File: src/rtl/expansion_mix_stage.sv
// ============================================================================
// Module      : expansion_mix_stage
// Description : Parametrised DES-style expansion with optional subkey XOR,
//               buffered in a 2-entry registered FIFO with valid/ready.
// Revision    : 1.0 - initial release
// ============================================================================
`default_nettype none

module expansion_mix_stage #(
  parameter int HALF_W  = 32,
  parameter int GROUP_W = 4,
  parameter int EXP_W   = HALF_W / GROUP_W * (GROUP_W + 2)
) (
  input  logic             clk,
  input  logic             rst_n,
  input  logic             flush,
  input  logic             in_valid,
  output logic             in_ready,
  input  logic [1:HALF_W]  in_half,
  input  logic [1:EXP_W]   in_key,
  input  logic             key_en,
  output logic             out_valid,
  input  logic             out_ready,
  output logic [1:EXP_W]   out_data,
  output logic [1:0]       occupancy
);

  localparam int N_GROUPS  = HALF_W / GROUP_W;
  localparam int GRP_OUT_W = GROUP_W + 2;

  if ((GROUP_W < 2) || (HALF_W % GROUP_W != 0) ||
      (EXP_W != N_GROUPS * GRP_OUT_W)) begin : g_bad_params
    $error("expansion_mix_stage: illegal HALF_W/GROUP_W/EXP_W combination");
  end

  logic [1:EXP_W] w_expanded;
  logic [1:EXP_W] w_mixed;
  logic           w_accept;
  logic           w_pop;

  logic [1:EXP_W] head_q, head_d;
  logic [1:EXP_W] tail_q, tail_d;
  logic [1:0]     count_q, count_d;

  // Each group copies its core bits and borrows one bit from each neighbour,
  // wrapping around the ends of the half block.
  for (genvar g = 0; g < N_GROUPS; g++) begin : g_expand
    localparam int OB    = g * GRP_OUT_W;
    localparam int LEFT  = (g == 0) ? HALF_W : g * GROUP_W;
    localparam int RIGHT = (g == N_GROUPS - 1) ? 1 : g * GROUP_W + GROUP_W + 1;

    assign w_expanded[OB + 1]            = in_half[LEFT];
    assign w_expanded[OB + 2 +: GROUP_W] = in_half[g * GROUP_W + 1 +: GROUP_W];
    assign w_expanded[OB + GROUP_W + 2]  = in_half[RIGHT];
  end

  assign w_mixed = key_en ? (w_expanded ^ in_key) : w_expanded;

  assign in_ready  = (count_q < 2'd2);
  assign out_valid = (count_q != 2'd0);
  assign out_data  = head_q;
  assign occupancy = count_q;

  assign w_accept = in_valid && in_ready;
  assign w_pop    = out_valid && out_ready;

  always_comb begin
    head_d  = head_q;
    tail_d  = tail_q;
    count_d = count_q;
    if (flush) begin
      count_d = 2'd0;
    end else begin
      case ({w_accept, w_pop})
        2'b10: begin
          if (count_q == 2'd0) head_d = w_mixed;
          else                 tail_d = w_mixed;
          count_d = count_q + 2'd1;
        end
        2'b01: begin
          head_d  = tail_q;
          count_d = count_q - 2'd1;
        end
        // Accept and pop together only happens with one entry held, so the
        // new result replaces the departing head directly.
        2'b11: begin
          head_d = (count_q == 2'd1) ? w_mixed : tail_q;
          if (count_q != 2'd1) tail_d = w_mixed;
        end
        default: ;
      endcase
    end
  end

  always_ff @(posedge clk or negedge rst_n) begin
    if (!rst_n) begin
      head_q  <= '0;
      tail_q  <= '0;
      count_q <= 2'd0;
    end else begin
      head_q  <= head_d;
      tail_q  <= tail_d;
      count_q <= count_d;
    end
  end

endmodule

`default_nettype wire

File: config.mk
export PLATFORM = sky130hd
export DESIGN_NAME = expansion_mix_stage
export DESIGN_NICKNAME = d
export VERILOG_FILES = /design/src/rtl/expansion_mix_stage.sv
export SDC_FILE = /design/constraint.sdc
export NUM_CORES = 1
export LEC_CHECK = 0
export CAP_MARGIN = 10
export CORE_AREA = 2 2 123 125
export DETAILED_ROUTE_END_ITERATION = 16
export DIE_AREA = 0 0 125 127
export PLACE_DENSITY = 0.67
export SLEW_MARGIN = 20
export SYNTH_ARGS = -nofsm -noshare
export SYNTH_HDL_FRONTEND = slang
export SYNTH_SLANG_ARGS = --single-unit
File: constraint.sdc
create_clock -name clk -period 2.7 [get_ports clk]
set_input_delay 0.54 -clock clk [delete_from_list [all_inputs] [get_ports clk]]
set_output_delay 0.54 -clock clk [all_outputs]
set_load 0.02 [all_outputs]
* Yosys cells after proc, flatten, opt, wreduce, memory -nomap -nowiden
Index checks and enable logic that the tools add are counted.
Word-level totals: register bits 98, bits of input ports 86, output and inout port bits 52, logic and storage cells 34
Operators by class: add/subtract/negate cells 2, order comparisons 1, eq/ne operators 8, mux-type cells 9, bitwise gates (word level) 2, reduce and logical (&&, ||, !) cells 9
Operators by type and width (number):
- $mux 48 | 5
- $pmux 48 s3 | 1
- $pmux 48 s2 | 1
- $xor 48x48->48 | 1
- $ne 2x2->1 const B | 3
- $reduce_bool 3->1 | 2
- $eq 2x1->1 const B | 2
- $eq 2x2->1 const B | 2
- $pmux 2 s2 | 1
- $reduce_and 4->1 | 1
- $reduce_bool 2->1 | 2
- $reduce_and 3->1 | 1
- $add 2x1->2 const B | 1
- $logic_and 1x1->1 | 2
- $logic_not 2->1 | 1
- $lt 2x2->1 const B | 1
- $mux 2 | 1
- $ne 2x1->1 const B | 1
- $sub 2x1->2 const B | 1
- $not 1->1 | 1

* Longest topological paths before layout
Gate-level depths: netlist of run 1.
depth in word-level cells 5, depth in mapped cells 8, depth with buffers taken out 5

* Worst setup path after synthesis of run 1
No wires, ideal clock.
path kind register to register, start register count_q[1], in the netlist occupancy[1], end register head_q, in the netlist out_data[10], arrival 2.056 ns, path slack 0.549 ns, stages on the path, launching flop included 9, clock period less this slack 2.151 ns, cells stage by stage dfrtp_1 > inv_1 > ha_1 > or3b_1 > clkbuf_1 > and2_1 > buf_6 > buf_6 > o31ai_1
Between the ends: word-level cells in the longest chain between the ends 5, elaborated cells on any way between the ends 14, those cells by class order compare (1); eq/ne (5); mux (2); reduce/logical (6)
RTL lines:
- start, declared | line 43 | logic [1:0] count_q, count_d;
- start signal, assigned | line 103 | count_q <= count_d;
- $lt 2x2->1 (*) | line 59 | assign in_ready = (count_q < 2'd2);
- net in_ready | line 18 | output logic in_ready,
- $logic_and 1x1->1 (*) | line 64 | assign w_accept = in_valid && in_ready;
- $eq 2x2->1 / $eq 2x1->1 (equally long branches) | line 74 | case ({w_accept, w_pop})
- $ne 2x2->1 (no source line) / $reduce_bool 3->1 (equally long branches)
- $reduce_and 3->1 (no source line)
- end signal, assigned | line 97 | head_q <= '0;
- end signal, assigned | line 101 | head_q <= head_d;
- end, declared | line 41 | logic [1:EXP_W] head_q, head_d;
The timed path passes the listed nets; every way through them passes the cells marked *. A chain may end at the register's enable or synchronous reset.

* Final worst setup path of run 1
start register count_q[1], in the netlist occupancy[1], end output port out_valid
Between the ends: word-level cells in the longest chain between the ends 1
RTL lines:
- $reduce_bool 2->1 | line 60 | assign out_valid = (count_q != 2'd0);
- end, declared | line 22 | output logic out_valid,
No other way between the ends.

==> run summary, run 1 <==
The flow ran to the end, and the final reports show no timing, DRC or antenna violations. The via count of the first global-routing pass was 5050. The actual slew at the worst max-slew pin is 1.03 ns.

The congestion estimate from routability-driven global placement came to 0.828. The mean cell area of the mapped netlist came out at 10.4 um^2. Pin placement for this block handled 138 I/O pins.

The first-pass GRT wire length came out at 25.2 mm. Of the cells placed in the final design, the portion with a size suffix greater than 1 is 0.180. For this run, design rule violations remaining after detail routing come to 0. The number of antenna violations at the first check in global routing was 0. Setup violations remaining at the end of the flow were counted as 0. The post-CTS setup buffer count is 0. The register bit count reported by yosys came out at 98. The post-cts resize count is 0. The share of synthesized area in the top cell type comes to 0.427. The data arrival at the endpoint of the critical path is 1.86 ns. The path class of the tightest hold or removal check is reg2reg.

Entering global routing, the biggest net connects 52 pins. Sorting the synthesized cells by area gives the leading types as sky130_fd_sc_hd__dfrtp_1, sky130_fd_sc_hd__and3b_1, sky130_fd_sc_hd__a211oi_1. STA classifies the critical path startpoint as a flop.

The minimum hold slack is 0.500 ns. TritonCTS built the clock tree. The final wirelength is 15.4 mm. Counting along the longest clock path gives a buffer depth of 2. The die boundary width is 125 um. In the global route stage, overall resource usage came out at 0.194. The via-per-instance ratio came out at 5.67. The fmax is 417 MHz. The post-CTS clock slew at the launch and capture registers of the worst setup and hold paths came out at 0.07 ns.

The initial standard-cell utilization of the core is 0.398. The overall overflow remaining after global route came out at 0. For this run, the register share of the synthesized area comes to 0.427.

The clock sink count came out at 98. The largest individual stage delay along the critical path comes from the cell sky130_fd_sc_hd__clkdlybuf4s50_1. IR analysis of the VDD net gives a maximum drop of 476 uV. Setup repair after global routing left no endpoint under its margin. The detailed-route wire length per cell is 18.1 um. For this run, the detailed router's first-pass iteration total came to 4. The count of inserted antenna diode cells came out at 0. The residual antenna-violating net count after detailed routing came out at 0. The number of clock buffers inserted by TritonCTS is 9.

The required time of the worst setup path came out at 2.16 ns. STA classifies the critical path endpoint as an output pin. The number of library cell types mapped by synthesis came out at 28. On the final layout, the worst clock skew is 0.00620 ns. The cell count after synthesis is 553. The total power density per cell area came out at 962 nW/um^2. The kind of cell with the highest combined delay along the critical path is buffers and inverters.

Across the run, the number of max-cap violations was 0. The synthesis-to-finish area growth came out at 31.8%. The net count of the mapped netlist is 641. The routed layout has 4822 vias. Of all cell types, the one taking the most synthesized area is sky130_fd_sc_hd__dfrtp_1.

The number of max-slew violations in the final report is 0. The cell sitting at the root of the clock tree is a sky130_fd_sc_hd__clkbuf_16. The post-synthesis instance area came out at 5740 um^2. The insertion delay of the later-clocked pin in the worst-skew pair came out at 0.34 ns. The critical path is of the reg2out type. The depth of the CTS H-tree is 3. Walking the worst path, the cells encountered are inv_1 > ha_1 > inv_1 > clkdlybuf4s50_1. The port buffer count is 137.

The cts-stage hold buffer count came out at 1. From bottom edge to top edge, the die measures 127 um. The peak per-stage delay on the critical path is 0.60 ns. The core area came out at 14400 um^2. The number of placement rows is 44. For this run, the post-layout net count is 750. Of all nets on the critical path, the largest fanout is 7. The normalized max-slew margin is 0.312. The die covers 15900 um^2.

Among the stages of the critical path, the cell type that occurs most often is sky130_fd_sc_hd__inv_1. The portion of the clock cycle consumed by the worst path in the final layout came out at 0.888. The hold violation total from the final report is 0. After the first detailed-routing iteration, the DRC count stood at 223. The post-detailed-placement half-perimeter wirelength is 9.80 mm. The final period demand of the worst path is 2.40 ns. The number of warning messages in the yosys log came out at 0. The count of buffering cells on the critical path with inverters included came out at 3.

The standby leakage power is 3.29 nW. The total negative slack for setup checks came out at 0 ns.
==> metrics by stage <==
| stage | setup slack (ns) | total power, W | cells | instance area [um^2] | utilization |
|---|---|---|---|---|---|
| floorplan | 0.549 | 0.00462 | 553 | 5740 | - |
| global placement | 0.168 | 0.00592 | 834 | 7270 | 0.504 |
| detailed placement | 0.0757 | 0.00602 | 834 | 7270 | 0.504 |
| CTS | 0.296 | 0.00733 | 850 | 7570 | 0.525 |
| global route | 0.119 | 0.00770 | 850 | 7570 | 0.525 |
| finish | 0.304 | 0.00728 | 850 | 7570 | 0.525 |
==> metal layers <==
metal / global-route usage / up-vias / wire length [um]
met4: 0.0523 / 0 / 116
li1: - / 2289 / -
met3: 0.0398 / 12 / 1040
met1: 0.256 / 2373 / 6870
met2: 0.327 / 148 / 7360
met5: 0 / - / 0
==> flip-flops by register name (all words and copies together), names as in the netlist <==
register / cells
tail_q: 48
out_data: 48
occupancy: 2
==> cells in the final DEF, fill, tap and decap left out, types with 2 or more instances in the layout <==
cell	count
sky130_fd_sc_hd__nor3_1	49
sky130_fd_sc_hd__o31ai_1	48
sky130_fd_sc_hd__inv_6	2
sky130_fd_sc_hd__and3b_1	48
sky130_fd_sc_hd__mux2_2	28
sky130_fd_sc_hd__mux2_4	20
sky130_fd_sc_hd__a21boi_0	48
sky130_fd_sc_hd__buf_4	8
sky130_fd_sc_hd__ha_1	2
sky130_fd_sc_hd__dfrtp_1	98
sky130_fd_sc_hd__a211oi_1	48
sky130_fd_sc_hd__nand3_1	48
sky130_fd_sc_hd__clkbuf_16	9
sky130_fd_sc_hd__or2_2	36
sky130_fd_sc_hd__or2_1	12
sky130_fd_sc_hd__clkdlybuf4s50_1	135
sky130_fd_sc_hd__clkinv_2	2
sky130_fd_sc_hd__nor2_1	2
sky130_fd_sc_hd__buf_12	5
sky130_fd_sc_hd__inv_1	3
==> Yosys cell counts, drive strengths merged <==
library cell	number
buf	13
ha	2
nand4bb	1
dfrtp	98
or3b	1
a2111oi	1
a21boi	48
nor2	2
clkbuf	39
inv	3
a2111o	1
or2	48
nand2b	2
and2	1
mux2	48
and3b	49
a211oi	48
nor3	49
xnor3	1
nor2b	1
nand3	48
nand3b	1
o31ai	48
==> power breakdown <==
part           switching [W]  internal, W
sequential          0.000432      0.00218
clock               0.000570     0.000719
combinational        0.00167      0.00171
total                0.00267      0.00461
==> worst register-to-register path, delay by kind of cell (launching register included) <==
family | cells | cell delay [ns]
AO/OA/AOI/OAI | 1 | 0.39
flip-flops | 1 | 0.43
adder cells (fa/ha/maj) | 1 | 0.30
AND/OR/NAND/NOR | 2 | 1.03
buffers and inverters | 1 | 0.11
==> logic make-up (layout without fill, tap and decap cells) <==
logic type / after synthesis / in the layout / synth area share
adder cells (fa/ha/maj): 2 / 2 / 0.00436
buffers and inverters: 55 / 168 / 0.0438
multiplexers: 48 / 48 / 0.107
AO/OA/AOI/OAI: 146 / 146 / 0.192
XOR/XNOR: 1 / 1 / 0.00392
AND/OR/NAND/NOR: 203 / 203 / 0.222
flip-flops: 98 / 98 / 0.427
==> final timing paths <==
kind / cells after the start / slack [ns] / end / from
setup reg to reg: 5 / 0.35 / out_data[39] / occupancy[1]
hold / removal: 2 / 0.50 / out_data[14] / out_data[14]
setup / recovery: 4 / 0.30 / out_valid / occupancy[1]
max in group asynchronous: 3 / 1.37 / tail_q[8] / rst_n
hold reg to reg: 2 / 0.50 / out_data[14] / out_data[14]
min in group asynchronous: 2 / 0.52 / out_data[34] / rst_n
==> final cells by class <==
cell class                      instances  area [um^2]
Sequential cell                        98         2450
Tap cell                              184          230
Fill cell                            1304         6850
Inverter                                3         11.3
Clock inverter                          6         66.3
Multi-Input combinational cell        400         3060
Timing Repair Buffer                  150         1530
Clock buffer                            9          225
No activity file was read; power rests on OpenSTA's default activity.
==> inputs of run 2 (changes only) <==
Settings changed: CELL_PAD_IN_SITES_DETAIL_PLACEMENT from default to 1, CELL_PAD_IN_SITES_GLOBAL_PLACEMENT from default to 1, CORE_AREA 2 2 123 125 to 2 2 125 127, DIE_AREA 0 0 125 127 to 0 0 127 129, PLACE_DENSITY 0.67 to 0.81.
==> run summary, run 2 (same netlist as run 1, synthesis figures left out) <==
The flow ran to the end, and the final reports show no timing, DRC or antenna violations. The standby leakage power came out at 3.32 nW (+0.81%). The required time of the worst setup path came out at 2.16 ns (about the same). The insertion delay of the later-clocked pin in the worst-skew pair came out at 0.35 ns (about the same). The max capacitance violation total was 0 (unchanged). The final period demand of the worst path is 2.43 ns (+0.0347 ns). The number of max-slew violations in the final report is 0 (unchanged). The data arrival at the endpoint of the critical path came to 1.89 ns (+0.03 ns). The DRC violations left is 0 (unchanged). The post-CTS clock slew at the launch and capture registers of the worst setup and hold paths came to 0.06 ns (about the same). The actual slew at the worst max-slew pin came out at 0.665 ns (-0.368 ns). The post-cts resize count is 0 (unchanged). The cell total after placement came out at 840 (+0.72%). The post-detailed-placement half-perimeter wirelength came out at 11.0 mm (+12%). Among all stages on the critical path, the largest delay is contributed by sky130_fd_sc_hd__clkdlybuf4s50_1. The count of inserted antenna diode cells is 0 (unchanged). The largest buffer count on any clock path came out at 2 (unchanged).

In this run the worst hold path is classified as in2async. The number of cells on the worst reg-to-reg path is 6 (+1). STA classifies the critical path endpoint as an output pin. The depth of the CTS H-tree is 3 (unchanged). The core occupancy in the finished layout is 0.510 (-0.0145). The initial detailed-routing violation count came to 182 (-18%).

Leaving out fill and tap cells, the most frequent cell in the layout is sky130_fd_sc_hd__clkdlybuf4s50_1. The length of the first detailed-routing pass in iterations came out at 4 (unchanged). The worst register-to-register path ends at out_data[31].

The detailed-route wire length per cell is 20.4 um (+13%). Grouping stages by cell kind, the critical path spends the most delay in buffers and inverters. The TritonCTS clock tree is done. The number of antenna violations at the first check in global routing is 1 (+1). The count of buffering cells on the critical path with inverters included came to 3 (unchanged). The synthesis-to-finish area growth is 33.1%. The maximum fanout along the worst path came out at 7 (unchanged). The post-placement cell area was 7320 um^2 (+0.77%).

The cell area after layout was 7640 um^2 (+0.96%). The initial standard-cell utilization of the core came to 0.383 (-0.0147). The port buffer count is 137 (unchanged). The peak per-stage delay on the critical path is 0.61 ns (about the same).

The largest clock skew in the final design is 0.00514 ns (-0.00107 ns). The residual antenna-violating net count after detailed routing came out at 0 (unchanged). The net count of the finished layout was 751 (+0.13%). The weighted congestion reported at the end of routability-driven placement came out at 0.792 (-4.4%). The core area came to 15000 um^2 (+3.8%). STA classifies the critical path startpoint as a flop. The final critical-path setup slack was 0.269 ns (-0.0347 ns). The peak supply drop is 358 uV (-25%). Walking the worst path, the cells encountered are inv_1 > ha_1 > inv_1 > clkdlybuf4s50_1.

The clock sink count is 98 (unchanged). The hold violation total from the final report came to 0 (unchanged). The via count was 5032 (+4.4%). The die boundary width came out at 127 um (+1.6%). The cell that appears most often on the critical path is sky130_fd_sc_hd__inv_1. The portion of the clock cycle consumed by the worst path in the final layout came out at 0.900 (+0.0129). The non-filler instance count after layout is 856 (+0.71%). The reg2reg setup slack is 0.51 ns (+0.16 ns).

The most critical setup path has its startpoint at occupancy[1]. The first-pass GRT wire length was 28.3 mm (+12%). The via-per-instance ratio came out at 5.88 (+3.6%). The number of placement rows is 45 (+2.3%). The worst slack at placement came out at 0.267 ns (+0.191 ns). The number of failing setup endpoints in the final timing report is 0 (unchanged). Setup repair after global routing left no endpoint under its margin. By startpoint and endpoint, the worst setup path is classified as reg2out. The full die area came out at 16400 um^2 (+3.2%). In this run the critical register-to-register path is launched from occupancy[1]. The clock root buffer is sky130_fd_sc_hd__clkbuf_16. The total power density per cell area is 980 nW/um^2 (+2.0%). The post-CTS setup buffer count is 0 (unchanged).

The fraction of layout cells with a size suffix above 1 came to 0.181 (+0.000958). The cts-stage hold buffer count came out at 0 (-1). The final wirelength is 17.5 mm (+13%). The via count of the first global-routing pass came out at 5549 (+9.9%).

The pin count of the biggest net entering global routing is 97 (+87%). The total negative slack for setup checks was 0 ns (unchanged). The number of clock buffers inserted by TritonCTS came out at 9 (unchanged).

The all-layer global routing usage was 0.219 (+0.0249). The overall overflow remaining after global route is 0 (unchanged). The normalized max-slew margin is 0.557 (+0.245).

The vertical extent of the die came out at 129 um (+1.6%). The fmax came out at 411 MHz (-1.4%). In the layout the commonest cells are sky130_fd_sc_hd__clkdlybuf4s50_1, sky130_fd_sc_hd__dfrtp_1, sky130_fd_sc_hd__nor3_1. The I/O pin count was 138 (unchanged).
==> run 2: cell types whose count changed in the layout (fill, tap and decap cells not counted), sizes merged <==
cell	previous run	this run
clkbuf	9	15
clkinv	3	0
buf	14	16
inv	5	3
dlygate4sd3	1	0
==> run 2: through the flow <==
step,hold WS (ns),total power [W]
6_report,0.221,0.00749
5_1_grt,0.259,0.00792
4_1_cts,0.235,0.00756
3_5_place_dp,0.495,0.00614
3_3_place_gp,0.485,0.00596
2_1_floorplan,0.244,0.00462
==> run 2: how the worst max path moves through the flow <==
| stage | to | slack (ns) | cells after the start |
|---|---|---|---|
| finish | out_valid | 0.27 | 4 |
| global route | out_valid | 0.16 | 4 |
| CTS | out_valid | 0.24 | 4 |
| detailed placement | tail_q[11] | 0.27 | 5 |
| global placement | tail_q[12] | 0.31 | 5 |
| floorplan | out_data[10] | 0.55 | 8 |
==> run 2: layer usage <==
metal	wire length, um	track usage	vias to the layer above	share of wire
li1	-	-	2301	-
met1	7460	0.269	2554	0.43
met2	8850	0.385	157	0.51
met3	891	0.0416	20	0.051
met4	256	0.0795	0	0.015
met5	0	0	-	0
==> run 2: cell type report <==
| class | count | area [um^2] |
|---|---|---|
| repair buffers | 151 | 1560 |
| clock inverters | 1 | 30.0 |
| clock buffers | 15 | 288 |
| multi-input cells | 400 | 3070 |
| flip-flops and latches | 98 | 2450 |
| well taps | 188 | 235 |
| inverters | 3 | 11.3 |
| fillers | 1634 | 7330 |
==> run 2: power breakdown <==
group	total [W]	switching (W)	leakage [nW]	internal, W
combinational	0.00349	0.00175	1.96	0.00174
sequential	0.00263	0.000445	1.21	0.00218
clock	0.00137	0.000550	0.156	0.000821
==> inputs of run 3 (changes only) <==
Settings changed: MAX_ROUTING_LAYER from default to met4.
==> run summary, run 3 (same netlist as run 1, synthesis figures left out) <==
The die boundary width is 127 um (unchanged). The residual antenna-violating net count after detailed routing came out at 0 (unchanged). The post-CTS setup buffer count came out at 0 (unchanged). The count of buffering cells on the critical path with inverters included came out at 3 (unchanged). The largest clock skew in the final design is 0.00559 ns (+0.000458 ns). Traced cell by cell, the critical path runs through inv_1 > ha_1 > inv_1 > clkdlybuf4s50_1. The final critical-path setup slack is 0.269 ns (-0.0000340 ns). Leaving out fill and tap cells, the most frequent cell in the layout is sky130_fd_sc_hd__clkdlybuf4s50_1.

The via count of the first global-routing pass came out at 5542 (-0.13%). The cell that appears most often on the critical path is sky130_fd_sc_hd__inv_1. The weighted congestion reported at the end of routability-driven placement is 0.803 (+1.4%). The initial standard-cell utilization of the core is 0.383 (unchanged).

The max capacitance violation total came to 0 (unchanged). The non-filler instance count after layout is 857 (+0.12%). The initial detailed-routing violation count is 234 (+29%).

The kind of cell adding the most delay to the critical path is buffers and inverters. The number of max-slew violations in the final report came to 0 (unchanged). The port buffer count is 137 (unchanged).

Setup repair after global routing left no endpoint under its margin. The full die area came to 16400 um^2 (unchanged). The worst slack at placement came to 0.267 ns (unchanged). The cts-stage hold buffer count came out at 0 (unchanged). TritonCTS built the clock tree. The insertion delay of the later-clocked pin in the worst-skew pair is 0.35 ns (about the same). The largest buffer count on any clock path is 2 (unchanged). In the layout the commonest cells are sky130_fd_sc_hd__clkdlybuf4s50_1, sky130_fd_sc_hd__dfrtp_1, sky130_fd_sc_hd__nor3_1. The via-per-instance ratio is 5.86 (-0.32%). The total negative slack for setup checks is 0 ns (unchanged).

The required time of the worst setup path came out at 2.16 ns (about the same). The number of antenna violations at the first check in global routing came to 1 (unchanged). The normalized max-slew margin is 0.548 (-0.00903). The peak supply drop is 358 uV (about the same). In this run the worst hold path is classified as in2async. The post-detailed-placement half-perimeter wirelength is 11.0 mm (unchanged). The post-CTS clock slew at the launch and capture registers of the worst setup and hold paths is 0.07 ns (about the same). The detailed-route wire length per cell was 20.4 um (about the same). The actual slew at the worst max-slew pin came out at 0.679 ns (+0.0135 ns). The number of clock buffers inserted by TritonCTS is 9 (unchanged).

The vertical extent of the die came out at 129 um (unchanged). The data arrival at the endpoint of the critical path is 1.89 ns (about the same). The number of placement rows is 45 (unchanged). The cell total after placement is 840 (unchanged).

The number of failing setup endpoints in the final timing report is 0 (unchanged). The final period demand of the worst path came out at 2.43 ns (+0.0000340 ns). The synthesis-to-finish area growth was 33.1% (about the same). For this design, the slowest cell found on the critical path is sky130_fd_sc_hd__clkdlybuf4s50_1.

The all-layer global routing usage came out at 0.226 (+0.00710). The standby leakage power came out at 3.32 nW (unchanged). The first-pass GRT wire length came to 28.4 mm (+0.14%). The core area is 15000 um^2 (unchanged). The hold violation total from the final report came out at 0 (unchanged). The overall overflow remaining after global route came out at 0 (unchanged). The clock sink count came out at 98 (unchanged). The critical path capture point type is an output pin. The length of the first detailed-routing pass in iterations was 5 (+1). The depth of the CTS H-tree is 3 (unchanged).

The net count of the finished layout is 751 (unchanged). The portion of the clock cycle consumed by the worst path in the final layout is 0.900 (about the same). The total power density per cell area is 981 nW/um^2 (about the same). The DRC violations left came to 0 (unchanged).

The peak per-stage delay on the critical path came out at 0.61 ns (about the same). The worst setup path is launched from a flop. The maximum fanout along the worst path was 7 (unchanged). The clock root buffer is sky130_fd_sc_hd__clkbuf_16. The via count is 5022 (-0.20%).

The post-cts resize count is 0 (unchanged). The worst setup path is of the reg2out kind. The pin count of the biggest net entering global routing is 97 (unchanged). The fraction of layout cells with a size suffix above 1 is 0.181 (unchanged). The run finished with clean final reports. The final wirelength came out at 17.5 mm (+0.18%). The fmax is 411 MHz (about the same). The I/O pin count is 138 (unchanged).
run 3: cell types whose count changed in the layout (fill, tap and decap cells not counted):
cell and delta:
sky130_fd_sc_hd__diode_2 +1
run 3: per-stage QoR:
step	utilization	power [W]	area, um^2	hold slack [ns]
2_1_floorplan	-	0.00462	5740	0.244
3_3_place_gp	0.489	0.00596	7320	0.485
3_5_place_dp	0.489	0.00614	7320	0.495
4_1_cts	0.510	0.00756	7640	0.235
5_1_grt	0.510	0.00792	7640	0.257
6_report	0.510	0.00750	7640	0.222
run 3: worst paths after layout:
check | startpoint | end | slack (ns) | depth (start not counted)
setup / recovery | occupancy[1] | out_valid | 0.27 | 4
hold / removal | rst_n | out_data[14] | 0.22 | 1
setup reg to reg | occupancy[1] | out_data[31] | 0.52 | 6
hold reg to reg | out_data[20] | out_data[20] | 0.50 | 2
max in group asynchronous | rst_n | occupancy[0] | 1.73 | 2
min in group clk | out_data[20] | out_data[20] | 0.50 | 2
run 3: routing by layer:
layer  global-route usage  part of all wire  vias up
li1                     -                 -     2296
met1                0.272              0.43     2556
met4               0.0795             0.016        0
met2                0.383              0.51      148
met5                    -                 0        -
met3               0.0403             0.049       22
run 3: layout make-up:
type,count,area [um^2]
Antenna cell,1,2.50
Multi-Input combinational cell,400,3070
Fill cell,1635,7330
Inverter,3,11.3
Sequential cell,98,2450
Clock buffer,15,288
Clock inverter,1,30.0
Tap cell,188,235
Timing Repair Buffer,151,1560
run 3: power breakdown:
| part | internal [W] | switching [W] |
|---|---|---|
| Sequential | 0.00218 | 0.000446 |
| Combinational | 0.00174 | 0.00175 |
| Clock | 0.000821 | 0.000555 |
